--- src/rtl/seq_feeder.sv ---
// Query/reference sequencer for the systolic alignment array: preloads each
// N-base query segment into the PE chain, streams the reference, waits for drain.
module seq_feeder #(
    parameter int BP_WIDTH   = 2,
    parameter int N          = 64,
    parameter int LOG_N      = 6,
    parameter int ADDR_WIDTH = 11
) (
    input  logic                        clk,
    input  logic                        reset_i,
    input  logic                        start,
    input  logic [ADDR_WIDTH-1:0]       q_len,
    input  logic [ADDR_WIDTH-1:0]       r_len,
    output logic [ADDR_WIDTH-1:0]       q_addr,
    input  logic [BP_WIDTH-1:0]         q_data,
    output logic [ADDR_WIDTH-1:0]       r_addr,
    input  logic [BP_WIDTH-1:0]         r_data,
    output logic [BP_WIDTH-1:0]         S,
    output logic                        s_update,
    output logic [BP_WIDTH-1:0]         T,
    output logic                        valid,
    output logic                        ack,
    output logic                        new_seq,
    output logic [LOG_N-1:0]            PE_end,
    input  logic                        busy,
    output logic                        done,
    output logic [ADDR_WIDTH-LOG_N-1:0] seg
);

    localparam int SEG_W = ADDR_WIDTH - LOG_N;
    localparam int IDX_W = ADDR_WIDTH + 1;
    localparam logic [LOG_N-1:0] LOAD_LAST = LOG_N'(N - 1);
    localparam logic [LOG_N-1:0] LOAD_PEN  = LOG_N'(N - 2);

    typedef enum logic [2:0] {
        S_IDLE, S_PREF, S_LOAD, S_STREAM, S_DRAIN, S_DONE
    } state_t;

    // Index of the top base of segment p, i.e. p*N+N-1, one bit wider than addresses.
    function automatic logic [IDX_W-1:0] seg_top(input logic [SEG_W-1:0] p);
        return {1'b0, p, {LOG_N{1'b1}}};
    endfunction

    function automatic logic [ADDR_WIDTH-1:0] mask_addr(input logic [IDX_W-1:0] idx,
                                                       input logic [ADDR_WIDTH-1:0] len);
        return (idx >= {1'b0, len}) ? '0 : ADDR_WIDTH'(idx);
    endfunction

    state_t                r_state;
    logic [ADDR_WIDTH-1:0] r_qlen, r_rlen, r_k;
    logic [IDX_W-1:0]      r_top, r_lidx;
    logic [LOG_N-1:0]      r_cnt;
    logic                  r_last, r_seen, r_szero;

    logic                  w_len_zero, w_pref_last, w_go_pref;
    logic [SEG_W-1:0]      w_pref_seg;
    logic [ADDR_WIDTH-1:0] w_pref_len, w_rlen_m1;
    logic [IDX_W-1:0]      w_pref_top, w_lidx_nx, w_lidx_nx2, w_k2;
    logic [LOG_N-1:0]      w_pref_pe;

    assign w_len_zero  = (q_len == '0) || (r_len == '0);
    assign w_pref_seg  = (r_state == S_IDLE) ? '0 : seg + SEG_W'(1);
    assign w_pref_len  = (r_state == S_IDLE) ? q_len : r_qlen;
    assign w_pref_top  = seg_top(w_pref_seg);
    assign w_pref_last = (w_pref_top + IDX_W'(1)) >= {1'b0, w_pref_len};
    assign w_pref_pe   = LOG_N'(w_pref_len - ADDR_WIDTH'(1));
    assign w_go_pref   = (r_state == S_IDLE && start && !w_len_zero) ||
                         (r_state == S_DRAIN && r_seen && !busy && !r_last);
    assign w_lidx_nx   = r_lidx - IDX_W'(1);
    assign w_lidx_nx2  = r_lidx - IDX_W'(2);
    assign w_k2        = {1'b0, r_k} + IDX_W'(2);
    assign w_rlen_m1   = r_rlen - ADDR_WIDTH'(1);

    // Buffers have one-cycle registered reads, so data lines up with the strobes.
    assign S = (s_update && !r_szero) ? q_data : '0;
    assign T = valid ? r_data : '0;

    // Datapath holding registers: only meaningful once a job has been started.
    always_ff @(posedge clk) begin
        if (r_state == S_IDLE && start) begin
            r_qlen <= q_len;
            r_rlen <= r_len;
        end
        if (w_go_pref) r_top <= w_pref_top;
        if (r_state == S_PREF)      r_lidx <= r_top;
        else if (r_state == S_LOAD) r_lidx <= w_lidx_nx;
    end

    always_ff @(posedge clk or posedge reset_i) begin
        if (reset_i) begin
            r_state  <= S_IDLE;
            q_addr   <= '0;
            r_addr   <= '0;
            s_update <= 1'b0;
            valid    <= 1'b0;
            ack      <= 1'b0;
            new_seq  <= 1'b0;
            PE_end   <= '0;
            done     <= 1'b0;
            seg      <= '0;
            r_k      <= '0;
            r_cnt    <= '0;
            r_last   <= 1'b0;
            r_seen   <= 1'b0;
            r_szero  <= 1'b0;
        end else begin
            new_seq  <= 1'b0;
            done     <= 1'b0;
            ack      <= 1'b0;
            s_update <= 1'b0;
            valid    <= 1'b0;
            case (r_state)
                S_IDLE: begin
                    if (start) begin
                        seg <= '0;
                        if (w_len_zero) r_state <= S_DONE;
                    end
                end
                S_PREF: begin
                    r_state  <= S_LOAD;
                    s_update <= 1'b1;
                    ack      <= 1'b1;
                    r_cnt    <= '0;
                    r_szero  <= r_top >= {1'b0, r_qlen};
                    q_addr   <= mask_addr(r_top - IDX_W'(1), r_qlen);
                end
                S_LOAD: begin
                    if (r_cnt == LOAD_LAST) begin
                        r_state <= S_STREAM;
                        valid   <= 1'b1;
                        ack     <= 1'b1;
                        r_k     <= '0;
                        q_addr  <= '0;
                        r_addr  <= (r_rlen > ADDR_WIDTH'(1)) ? ADDR_WIDTH'(1) : '0;
                    end else begin
                        s_update <= 1'b1;
                        r_cnt    <= r_cnt + LOG_N'(1);
                        r_szero  <= w_lidx_nx >= {1'b0, r_qlen};
                        q_addr   <= mask_addr(w_lidx_nx2, r_qlen);
                        if (r_cnt == LOAD_PEN) r_addr <= '0;
                    end
                end
                S_STREAM: begin
                    if (busy) r_seen <= 1'b1;
                    if (r_k == w_rlen_m1) begin
                        r_state <= S_DRAIN;
                    end else begin
                        valid  <= 1'b1;
                        ack    <= 1'b1;
                        r_k    <= r_k + ADDR_WIDTH'(1);
                        r_addr <= (w_k2 >= {1'b0, r_rlen}) ? w_rlen_m1 : ADDR_WIDTH'(w_k2);
                    end
                end
                S_DRAIN: begin
                    if (busy) r_seen <= 1'b1;
                    else if (r_seen && r_last) r_state <= S_DONE;
                end
                S_DONE: begin
                    done    <= 1'b1;
                    r_state <= S_IDLE;
                end
                default: r_state <= S_IDLE;
            endcase
            // Segment entry is shared by the first start and the drain-complete path.
            if (w_go_pref) begin
                r_state <= S_PREF;
                seg     <= w_pref_seg;
                q_addr  <= mask_addr(w_pref_top, w_pref_len);
                r_last  <= w_pref_last;
                PE_end  <= w_pref_last ? w_pref_pe : '1;
                new_seq <= (w_pref_seg == '0);
                r_seen  <= 1'b0;
            end
        end
    end

endmodule

--- config.mk ---
export PLATFORM = sky130hd
export DESIGN_NAME = seq_feeder
export DESIGN_NICKNAME = d
export VERILOG_FILES = /design/src/rtl/seq_feeder.sv
export SDC_FILE = /design/constraint.sdc
export NUM_CORES = 1
export LEC_CHECK = 0
export BUFFER_PORTS_ARGS = -buffer_cell sky130_fd_sc_hd__buf_2
export CAP_MARGIN = 10
export CORE_AREA = 2 2 131 133
export DETAILED_ROUTE_END_ITERATION = 16
export DIE_AREA = 0 0 133 135
export PLACE_DENSITY = 0.7
export SLEW_MARGIN = 5
export SYNTH_ARGS = -nofsm -noshare
export SYNTH_HDL_FRONTEND = slang
export SYNTH_SLANG_ARGS = --single-unit
--- constraint.sdc ---
create_clock -name clk -period 6.7 [get_ports clk]
set_input_delay 1.005 -clock clk [delete_from_list [all_inputs] [get_ports clk]]
set_output_delay 1.005 -clock clk [all_outputs]
set_load 0.02 [all_outputs]
==> flow_summary_export.csv <==
group,metric,value,unit
global_routing,grt_pass1_wl,28.0,mm
detailed_routing,ant_nets,0,
global_routing,grt_usage,19.5,%
detailed_routing,wl,16.8,mm
setup_path,worstPathArrival,4.27,ns
global_routing,grt_start_max_net_pins,62,
clocking,hold_buffers,0,
clocking,clock_path_buffers,2,
clocking,cts_tree,"done",
place,gp_congestion,0.893,
detailed_routing,first_pass_iters,5,
timing,fin_setup_tns,0,ns
setup_path,path_buf_inv,0,
yosys,synth_fa_ha_area_share,11.5,%
yosys,synth_xor_area_share,7.96,%
clocking,post_cts_buffers,0,
yosys,yosys_warnings,0,
final_layout,n_antenna_cell,0,
global_routing,grt_overflow,0,
detailed_routing,avgRoutedWirePerCell,17.0,µm
yosys,yosysUniqueCellTypes,64,
run,maxCapViolCount,0,
yosys,synth.area.mux_share,3.09,%
die,io_pins,72,
clocking,cts-root-buf,"clkbuf_16",
clocking,insertion_delay,0.35,ns
timing,rsz0062_at_grt,"no",
timing,layout_worst_path_cycle_share,59.3,%
power,irDropWorstVdd,0.000252,V
setup_path,worst_setup_path_end_kind,"register",
yosys,synthArstFlopShare,61.0,%
yosys,synth_edf_count,39,
yosys,syn_inst,712,
yosys,syn_area,6840,µm²
yosys,synth_top_family_by_area,"simple AND/OR/NAND/NOR gates",
timing,fmax,252,MHz
timing,drv_slew,0,
timing,finalClockSkew,0.00949,ns
clocking,clock-sinks,100,
die,die_width,133,µm
run_status,status,"complete, no violations",
final_layout,fillers,1557,
die,die_height,135,µm
place,dpl.hpwl,12.7,mm
yosys,ys_seq_area_share,39.4,%
setup_path,cp_slowest_cell,"nor3_2",
clocking,clk_pin_slew,0.07,ns
die,core_area,16400,µm²
final_layout,final_cell_area,7680,µm²
power,p_leak,0.00345,µW
timing,post-route-min-period,3.97,ns
yosys,ys.flop_type,"dfrtp_1",
setup_path,max_stage_delay,0.91,ns
timing,hold_viol,0,
clocking,htree_levels,3,
detailed_routing,vias_per_cell,5.61,
die,start_util,41.7,%
final_layout,drive_gt1_share,14.5,%
global_routing,grt_antenna_before_repair,0,
setup_path,cp.required,7.00,ns
setup_path,start_kind,"register",
detailed_routing,drt_iter0_markers,364,
setup_path,crit_chain,"nor3_2 > nor2_1 > ha_1 > o21a_1 > nor3_1 > a21oi_1 > nor3b_1 > or3_1 > o22a_1",
final_layout,area_growth,12.3,%
detailed_routing,num_vias,5566,
timing,setup_violations,0,
yosys,synth_nets,805,
final_layout,layout.nets,861,
yosys,synth-simple-area-share,19.8,%
setup_path,path_class,"reg2reg",
power,powerDensity,326,nW/µm²
final_layout,finish.utilization,46.8,%
die,fp-row-count,47,
timing,tightest_slew,1.04,ns
setup_path,path_delay_family,"simple AND/OR/NAND/NOR gates",
min_path,hp-class,"reg2reg",
setup_path,critPathMaxFanout,19,
detailed_routing,drc,0,
place,portBuffers,71,
die,die-area,18000,µm²
yosys,syn_area_per_cell,9.61,µm²
global_routing,grt_pass1_vias,5445,
clocking,post_cts_resized,0,
yosys,synth_compound_area_share,14.1,%
yosys,synth-seq-cells,100,
place,dpl_cell_area,7380,µm²
timing,maxSlewHeadroom,30.6,%
clocking,cts-buffers-inserted,9,
## sequential cells by signal (all words and copies together), names as in the netlist
signal and count:
r_addr 11, r_last 1, r_qlen 11, ack 1, r_szero 1, valid 1, seg 5, new_seq 1
r_k 11, PE_end 6, r_rlen 11, q_addr 11, r_top 5, r_cnt 6, done 1, s_update 1
r_state 3, r_lidx 12, r_seen 1
## synthesized netlist by cell type (9+ instances only)
library cell / count / share of area, %
nor2_1: 65 / 3.6
ha_1: 63 / 12
dfrtp_1: 61 / 22
nand2_1: 50 / 2.7
edfxtp_1: 39 / 17
inv_1: 39 / 2.1
a21oi_1: 38 / 2.8
o21ai_0: 29 / 2.1
xnor2_1: 29 / 3.7
xor2_1: 28 / 3.6
clkbuf_1: 26 / 1.4
nand3_1: 21 / 1.5
a22o_1: 15 / 1.9
nor3_1: 14 / 1.0
or4_1: 13 / 1.4
nand2b_1: 12 / 1.1
nand4_1: 12 / 1.1
nor4_1: 12 / 1.1
mux2i_1: 11 / 1.6
a21o_1: 9 / 0.99
mux2_2: 9 / 1.5
## worst reg2reg max path, cell delays in order (launching register included)
cell	delay (ns)
dfrtp_1	0.58
nor3_2	0.91
nor2_1	0.35
ha_1	0.40
o21a_1	0.11
nor3_1	0.17
a21oi_1	0.11
nor3b_1	0.84
or3_1	0.28
o22a_1	0.15
## cells by family after synthesis
group | Yosys count
mux | 20
flops | 100
simple gates | 254
compound gates | 147
buf+inv | 69
xor+xnor | 59
fa+ha+maj | 63
## layout make-up
type | instances | area, µm² | share of cell area (%)
Inverter | 39 | 146 | 1.91
Clock buffer | 14 | 285 | 3.71
Clock inverter | 2 | 16.3 | 0.212
Tap cell | 220 | 275 | 3.58
Timing Repair Buffer | 75 | 385 | 5.02
Multi-Input combinational cell | 543 | 3870 | 50.4
Sequential cell | 100 | 2700 | 35.1
## per-stage QoR
step	instances	total power, µW	hold WS (ns)	worst slack [ns]
after floorplan	712	1690	0.472	3.56
after global placement	977	1960	0.483	2.98
after detailed placement	977	1980	0.489	2.81
after CTS	993	2520	0.504	2.74
after global routing	993	2700	0.522	2.43
final	993	2510	0.498	2.73
## path summary, 6_finish.rpt
kind / startpoint / end / slack [ns] / depth (start not counted)
worst max-delay path: r_state[0] / q_addr[2] / 2.73 / 9
worst min-delay path: r_addr[9] / r_addr[9] / 0.50 / 1
worst max register to register: r_state[0] / q_addr[2] / 2.73 / 9
worst min register to register: r_addr[9] / r_addr[9] / 0.50 / 1
max in group asynchronous: reset_i / r_k[8] / 5.30 / 3
min in group asynchronous: reset_i / valid / 0.87 / 3
## metal layers
metal	global-route usage [%]	routed length [µm]	part of all wire, %	vias up
li1	-	-	-	2722
met1	26.4	7920	47	2656
met2	32.0	7690	46	163
met3	3.42	902	5.4	25
met4	6.27	318	1.9	0
met5	0	0	0	-
## cell usage in the layout, fill, tap and decap left out, types with 7 or more instances in the layout
cell type and instances:
a21o_1 9, a21oi_1 38, a22o_1 15, a22oi_1 8
buf_2 71, clkbuf_16 10, dfrtp_1 61, edfxtp_1 39
ha_1 63, inv_1 38, mux2_2 9, mux2i_1 11
nand2_1 50, nand2b_1 12, nand3_1 21, nand4_1 12
nor2_1 65, nor2b_1 8, nor3_1 14, nor4_1 12
o211ai_1 7, o21ai_0 28, o22a_1 8, or3_1 7
or4_1 13, xnor2_1 29, xor2_1 28
## report_power, final
part / internal, µW / switching, µW / leakage, µW
sequential: 806 / 160 / 0.00113
combinational: 415 / 595 / 0.00217
clock: 296 / 233 / 0.000144
(Power assumes the default switching activity.)
